===== src/rtl/seg_scan_ctrl.sv =====
// Multi-digit 7-segment scan controller: double-buffered BCD load, per-slot
// dead time, leading-zero and invalid-digit blanking, one shared decoder nibble.
module seg_scan_ctrl #(
    parameter int DIGITS   = 4,
    parameter int PRESCALE = 50000,
    parameter int BLANK    = 16
) (
    input  logic                  clk_i,
    input  logic                  rst_i,
    input  logic                  load_valid_i,
    output logic                  load_ready_o,
    input  logic [4*DIGITS-1:0]   load_data_i,
    input  logic [DIGITS-1:0]     load_dp_i,
    input  logic                  lz_en_i,
    output logic [3:0]            bcd_o,
    output logic [DIGITS-1:0]     dig_en_o,
    output logic                  dp_o,
    output logic                  frame_tick_o,
    output logic                  err_o
);
    localparam int IW = (DIGITS > 1) ? $clog2(DIGITS) : 1;
    localparam int CW = (PRESCALE > 1) ? $clog2(PRESCALE) : 1;
    localparam logic [IW-1:0] IDX_LAST = IW'(DIGITS - 1);
    localparam logic [CW-1:0] CNT_LAST = CW'(PRESCALE - 1);
    localparam logic [CW-1:0] BLK_LAST = CW'(BLANK - 1);

    typedef enum logic {S_BLANK, S_SHOW} state_t;

    state_t                   state_q, state_d;
    logic [DIGITS-1:0][3:0]   active_q, active_d, shadow_q, shadow_d;
    logic [DIGITS-1:0]        active_dp_q, active_dp_d, shadow_dp_q, shadow_dp_d;
    logic                     pending_q, pending_d;
    logic [IW-1:0]            idx_q, idx_d;
    logic [CW-1:0]            cnt_q, cnt_d;
    logic                     err_q, err_d;
    logic                     lz_q;

    logic                     accept, slot_end, frame_end, in_bad, run;
    logic [DIGITS-1:0]        hidden;

    assign load_ready_o = ~pending_q;
    assign accept       = load_valid_i & ~pending_q;
    assign slot_end     = (cnt_q == CNT_LAST);
    assign frame_end    = slot_end && (idx_q == IDX_LAST);

    always_comb begin
        in_bad = 1'b0;
        for (int i = 0; i < DIGITS; i++)
            in_bad = in_bad | (load_data_i[4*i +: 4] > 4'd9);
    end

    // Zero suppression walks down from the top digit; digit 0 is always eligible.
    always_comb begin
        hidden = '0;
        run    = 1'b1;
        for (int i = DIGITS - 1; i >= 0; i--) begin
            run       = run & (active_q[i] == 4'd0);
            hidden[i] = (active_q[i] > 4'd9) | ((i > 0) & lz_q & run);
        end
    end

    always_comb begin
        state_d     = state_q;
        cnt_d       = cnt_q + 1'b1;
        idx_d       = idx_q;
        active_d    = active_q;
        active_dp_d = active_dp_q;
        shadow_d    = shadow_q;
        shadow_dp_d = shadow_dp_q;
        pending_d   = pending_q;
        err_d       = err_q;
        case (state_q)
            S_BLANK: if (cnt_q == BLK_LAST) state_d = S_SHOW;
            S_SHOW:  if (slot_end)          state_d = S_BLANK;
            default: state_d = S_BLANK;
        endcase
        if (slot_end) begin
            cnt_d = '0;
            idx_d = (idx_q == IDX_LAST) ? '0 : idx_q + 1'b1;
        end
        if (accept) begin
            shadow_d    = load_data_i;
            shadow_dp_d = load_dp_i;
            pending_d   = 1'b1;
            err_d       = err_q | in_bad;
        end else if (frame_end && pending_q) begin
            active_d    = shadow_q;
            active_dp_d = shadow_dp_q;
            pending_d   = 1'b0;
        end
    end

    always_ff @(posedge clk_i) begin
        if (rst_i) begin
            state_q     <= S_BLANK;
            cnt_q       <= '0;
            idx_q       <= '0;
            active_q    <= '0;
            active_dp_q <= '0;
            shadow_q    <= '0;
            shadow_dp_q <= '0;
            pending_q   <= 1'b0;
            err_q       <= 1'b0;
            lz_q        <= 1'b0;
        end else begin
            state_q     <= state_d;
            cnt_q       <= cnt_d;
            idx_q       <= idx_d;
            active_q    <= active_d;
            active_dp_q <= active_dp_d;
            shadow_q    <= shadow_d;
            shadow_dp_q <= shadow_dp_d;
            pending_q   <= pending_d;
            err_q       <= err_d;
            lz_q        <= lz_en_i;
        end
    end

    always_comb begin
        dig_en_o = '1;
        dp_o     = 1'b1;
        if (state_q == S_SHOW && !hidden[idx_q]) begin
            dig_en_o[idx_q] = 1'b0;
            dp_o            = ~active_dp_q[idx_q];
        end
    end

    assign bcd_o        = active_q[idx_q];
    assign frame_tick_o = frame_end;
    assign err_o        = err_q;
endmodule


===== config.mk =====
export PLATFORM = sky130hd
export DESIGN_NAME = seg_scan_ctrl
export DESIGN_NICKNAME = d
export VERILOG_FILES = /design/src/rtl/seg_scan_ctrl.sv
export SDC_FILE = /design/constraint.sdc
export NUM_CORES = 1
export LEC_CHECK = 0
export BUFFER_PORTS_ARGS = -buffer_cell sky130_fd_sc_hd__buf_4
export CORE_MARGIN = 5
export CORE_UTILIZATION = 41
export CTS_BUF_LIST = sky130_fd_sc_hd__clkbuf_4
export DETAILED_ROUTE_END_ITERATION = 12
export PLACE_DENSITY = 0.7
export SYNTH_ARGS = -nofsm -noshare
export SYNTH_HDL_FRONTEND = slang
export SYNTH_SLANG_ARGS = --single-unit

===== constraint.sdc =====
create_clock -name clk_i -period 2.8 [get_ports clk_i]
set_clock_uncertainty 0.05 [all_clocks]
set_input_delay 0.28 -clock clk_i [delete_from_list [all_inputs] [get_ports clk_i]]
set_output_delay 0.28 -clock clk_i [all_outputs]
set_load 0.05 [all_outputs]

Word-level counts from Yosys, hierarchy flattened --
Index checks and enable logic that the tools add are counted.
Storage, ports and cells: flip-flop bits (word level) 62, bits of input ports 24, output and inout bits 12, logic and storage cells 76
Operators by class: add/sub/neg operators 2, $lt $le $gt $ge 10, equal/unequal tests 3, mux-type cells 16, bitwise operators 18, reduce and logical (&&, ||, !) cells 11
Operators by type and width (count):
- $gt 4x4->1 const B | 8
- $add 16x1->16 const B | 1
- $eq 16x16->1 const B | 1
- $eq 16x4->1 const B | 1
- $logic_not 4->1 | 3
- $bmux 4 s2 | 1
- $mux 1 | 8
- $mux 4 | 2
- $or 1x1->1 | 7
- $and 1x1->1 | 6
- $bmux 1 s2 | 2
- $logic_and 1x1->1 | 4
- $not 1->1 | 4
- $not 4->4 | 1
- $lt 2x3->1 const B | 1
- $add 2x1->2 const B | 1
- $demux 1 s2 | 1
- $eq 2x2->1 const B | 1
- $ge 2x1->1 const B | 1
- $mux 2 | 1
- $pmux 1 s2 | 1
- $reduce_and 2->1 | 1
- $reduce_bool 2->1 | 1
- $reduce_or 2->1 | 1
- $logic_not 1->1 | 1

Depth between registers and ports, before layout --
depth in word-level cells 10, gate-level depth with buffers 7, gate-level depth less buffers 5

Least setup slack after synthesis --
Ideal clock, no wire load.
kind reg-to-output, start reg active_q[11] in the netlist's numbering, end out dig_en_o[0], arrival 1691 ps, data required time 2470 ps, path slack 779 ps, cell stages (with the launch flop) 5, path through dfxtp_1 -> or4_4 -> a2111oi_4 -> o22ai_2 -> nand2_1
Between the ends: longest elaborated chain between the ends 10, elaborated cells on any way between the ends 13, classes of those cells 1 x order compare; 3 x mux; 6 x bitwise; 3 x reduce/logical
RTL lines:
- from (decl) | line 30 | logic [DIGITS-1:0][3:0] active_q, active_d, shadow_q, shadow_d;
- from (signal assigned) | line 109 | active_q <= active_d;
- $logic_not 4->1 | line 57 | run = run & (active_q[i] == 4'd0);
- $and 1x1->1 (2 in a row) | line 57
- $and 1x1->1 | line 58 | hidden[i] = (active_q[i] > 4'd9) | ((i > 0) & lz_q & run);
- $or 1x1->1 | line 58
- $bmux 1 s2 * | line 122 | if (state_q == S_SHOW && !hidden[idx_q]) begin
- $mux 1 (implied by the code) * | line 122
- $logic_not 1->1 * | line 122
- $logic_and 1x1->1 * | line 122
- $mux 4 * | line 122
- to (decl) | line 16 | output logic [DIGITS-1:0] dig_en_o,
Every way passes the cells marked *; elsewhere a longest branch is shown, timed or not. The select of a mux whose other input is x is not followed.

Final worst setup path --
start reg cnt_q[0], end out frame_tick_o
Between the ends: longest elaborated chain between the ends 2
RTL lines:
- from (decl) | line 34 | logic [CW-1:0] cnt_q, cnt_d;
- from (signal assigned) | line 107 | cnt_q <= cnt_d;
- $eq 16x16->1 | line 43 | assign slot_end = (cnt_q == CNT_LAST);
- $logic_and 1x1->1 | line 44 | assign frame_end = slot_end && (idx_q == IDX_LAST);
- to (decl) | line 18 | output logic frame_tick_o,
No other way between the ends.

==> impl_metrics.yaml <==
run_status:
  status: "finished, final reports clean"
final_layout:
  drive_gt1_share_pct: 18.7
  final_common_cell: "dfxtp_1"
  syn_to_final_growth_pct: 16.0
  post-route-util_pct: 48.2
  antenna_cells: 0
  most-common-layout-cells: "dfxtp_1 (62), nand2_1 (56), a21oi_1 (43), buf_4 (39), nand3_1 (29)"
  fill_cells: 652
  stdcell_count: 443
  final_nets: 387
grt:
  antenna_found_initial: 0
  grt_pass1_vias: 2147
  grt_pass1_wl_um: 10300
  grt_max_degree: 47
  grt_util_all_layers_pct: 15.1
  grt_overflow: 0
sta:
  fmax_mhz: 407
  slew_headroom_pct: 51.8
  finalSetupViolations: 0
  setup_tns_ns: 0
  hold_violations: 0
  period_needed_ns: 2.46
  worst_pin_slew_ns: 0.723
  finalCritPeriodShare_pct: 87.8
  whs_ns: 0.0709
  slew_violations: 0
  rsz0062_at_grt: "no"
setup_path:
  end_kind: "output pin"
  cp.arrival_ns: 2.13
  worstPathRequired_ns: 2.47
  r2r_slack_ns: 0.81
  crit_fanout: 23
  worstSetupPathType: "reg2out"
  start_kind: "register"
place:
  gp_congestion: 0.836
  portBuffers: 35
  dp.cells: 427
  hpwl_um: 4220
routing:
  post-route-drc-count: 0
  drt_iter0_markers: 275
  viasPerCell: 5.25
  antenna_left: 0
  wl_per_cell_um: 13.7
  dr_total_vias: 2327
  wirelength_um: 6050
  drt_first_pass_iters: 4
clock_network:
  cts_hold_buf: 0
  postCtsSetupBuffers: 0
  cts_tree: "yes"
  clk_path_buf_depth: 2
  numCtsBuffers: 9
  clkTransAtPathRegs_ns: 0.10
  cts_root_buffer: "clkbuf_4"
  ctsResizeCount: 0
  clkSinkCount: 62
  htree_levels: 3
  clk_latency_ns: 0.39
synthesis:
  synth.top_cell.area_share_pct: 44.7
  ys_types: 39
  synth_top_area_cell: "dfxtp_1"
  async_reset_ff_share_pct: 0
  seq_area_frac_synth_pct: 44.7
  yosysWarnings: 0
  netlist_area_um2: 2770
  synth_edf_count: 0
  synth-main-ff-cell: "dfxtp_1"
  syn_nets: 359
  syn_inst: 330
  avgSynthCellArea_um2: 8.41
  synth.area.top_cells: "dfxtp_1 (45%), a21oi_1 (7.8%), nand2_1 (7.6%)"
  ys_ff_latch: 62
power_and_ir_drop:
  switching_power_uw: 375
  power_frac_clock_pct: 39.9
  p_int_mw: 1.33
  p_sw_share_pct: 22.0
  p_seq_share_pct: 54.1
  total_power_mw: 1.70
  p_comb_share_pct: 6.0
  p_per_area_nw_per_um2: 528
  leakagePower_nw: 1.15
  ir_worst_vdd_mv: 0.260
floorplanning:
  core_um2: 6680
  die_area_um2: 8510
  rows: 30
  start_util_pct: 41.5
  die_h_um: 92.3
  io_pins: 36
  die_w_um: 92.3
worst_hold_path:
  hp-class: "in2reg"
job:
  drv_cap: 0
[Yosys cell counts, types with 2 or more instances]
master      n
nand2_1    56
clkbuf_1   16
nor2b_1     2
nor3_1      4
nor4_1      5
nand3_1    29
dfxtp_1    62
nand4_2     2
nand4_1     3
or3b_2      2
o21ai_0    24
xor2_1      3
and3_1      4
and4bb_2    2
o211ai_1    2
mux4_2      4
nor2_1     23
and2_1      2
buf_6       2
a21oi_1    43
buf_2       2
inv_1       6
ha_1        5
o2111ai_1   2
xnor2_1    11
[final timing paths]
kind	start	to	cells past startpoint
max	cnt_q[0]	frame_tick_o	6
min	load_data_i[9]	shadow_q[9]	3
max reg2reg	idx_q[1]	active_q[7]	4
min reg2reg	shadow_q[12]	shadow_q[12]	2
[layout make-up]
| type | instances | area (um2) | share of cell area [%] |
|---|---|---|---|
| clock buffer | 11 | 82.6 | 2.57 |
| clock inverter | 5 | 73.8 | 2.29 |
| inverter | 6 | 22.5 | 0.700 |
| multi-input combinational | 240 | 1410 | 43.7 |
| sequential | 62 | 1240 | 38.6 |
| tap | 80 | 100 | 3.11 |
| timing repair buffer | 39 | 293 | 9.10 |
[worst max-delay path, stage by stage (launching register included)]
cell      delay (ns)
dfxtp_1         0.38
ha_1            0.27
and4bb_2        0.28
and4_1          0.18
buf_4           0.26
and2_1          0.16
buf_4           0.19
[power by group through the flow]
stage	registers [mW]	clock network, mW	logic, mW
5_1_grt	0.924	0.746	0.114
2_1_floorplan	0.938	0	0.0600
6_report	0.921	0.678	0.102
3_3_place_gp	0.940	0	0.101
4_1_cts	0.920	0.702	0.103
3_5_place_dp	0.941	0	0.102
[kinds of logic (layout without fill, tap and decap cells)]
logic type	count (synthesis)	in the layout	synth area share (%)
simple gates	141	141	25.3
xor+xnor	14	14	4.42
compound gates	76	76	15.5
flops	62	62	44.7
buf+inv	28	61	4.60
fa+ha+maj	5	5	2.26
mux	4	4	3.25
[metrics by stage]
stage	cell area [um2]	worst slack, ns
after floorplan	2770	0.779
after global placement	3060	0.837
after detailed placement	3060	0.806
after CTS	3220	0.318
after global routing	3220	0.182
final	3220	0.341
[per-layer routing]
metal  part of all wire [%]  global-route usage [%]  vias to the layer above
li1                       -                       -                     1206
met1                     50                    21.9                     1037
met2                     41                    20.0                       73
met3                    7.5                    5.25                       11
met4                    1.6                    6.56                        0
met5                      0                       0                        -
[sequential cells by signal (all words and copies together) (netlist names)]
signal       count
pending_q        1
shadow_q        16
shadow_dp_q      4
state_q          1
cnt_q           16
lz_q             1
idx_q            2
err_o            1
active_dp_q      4
active_q        16
No activity file was read; power rests on OpenSTA's default activity.
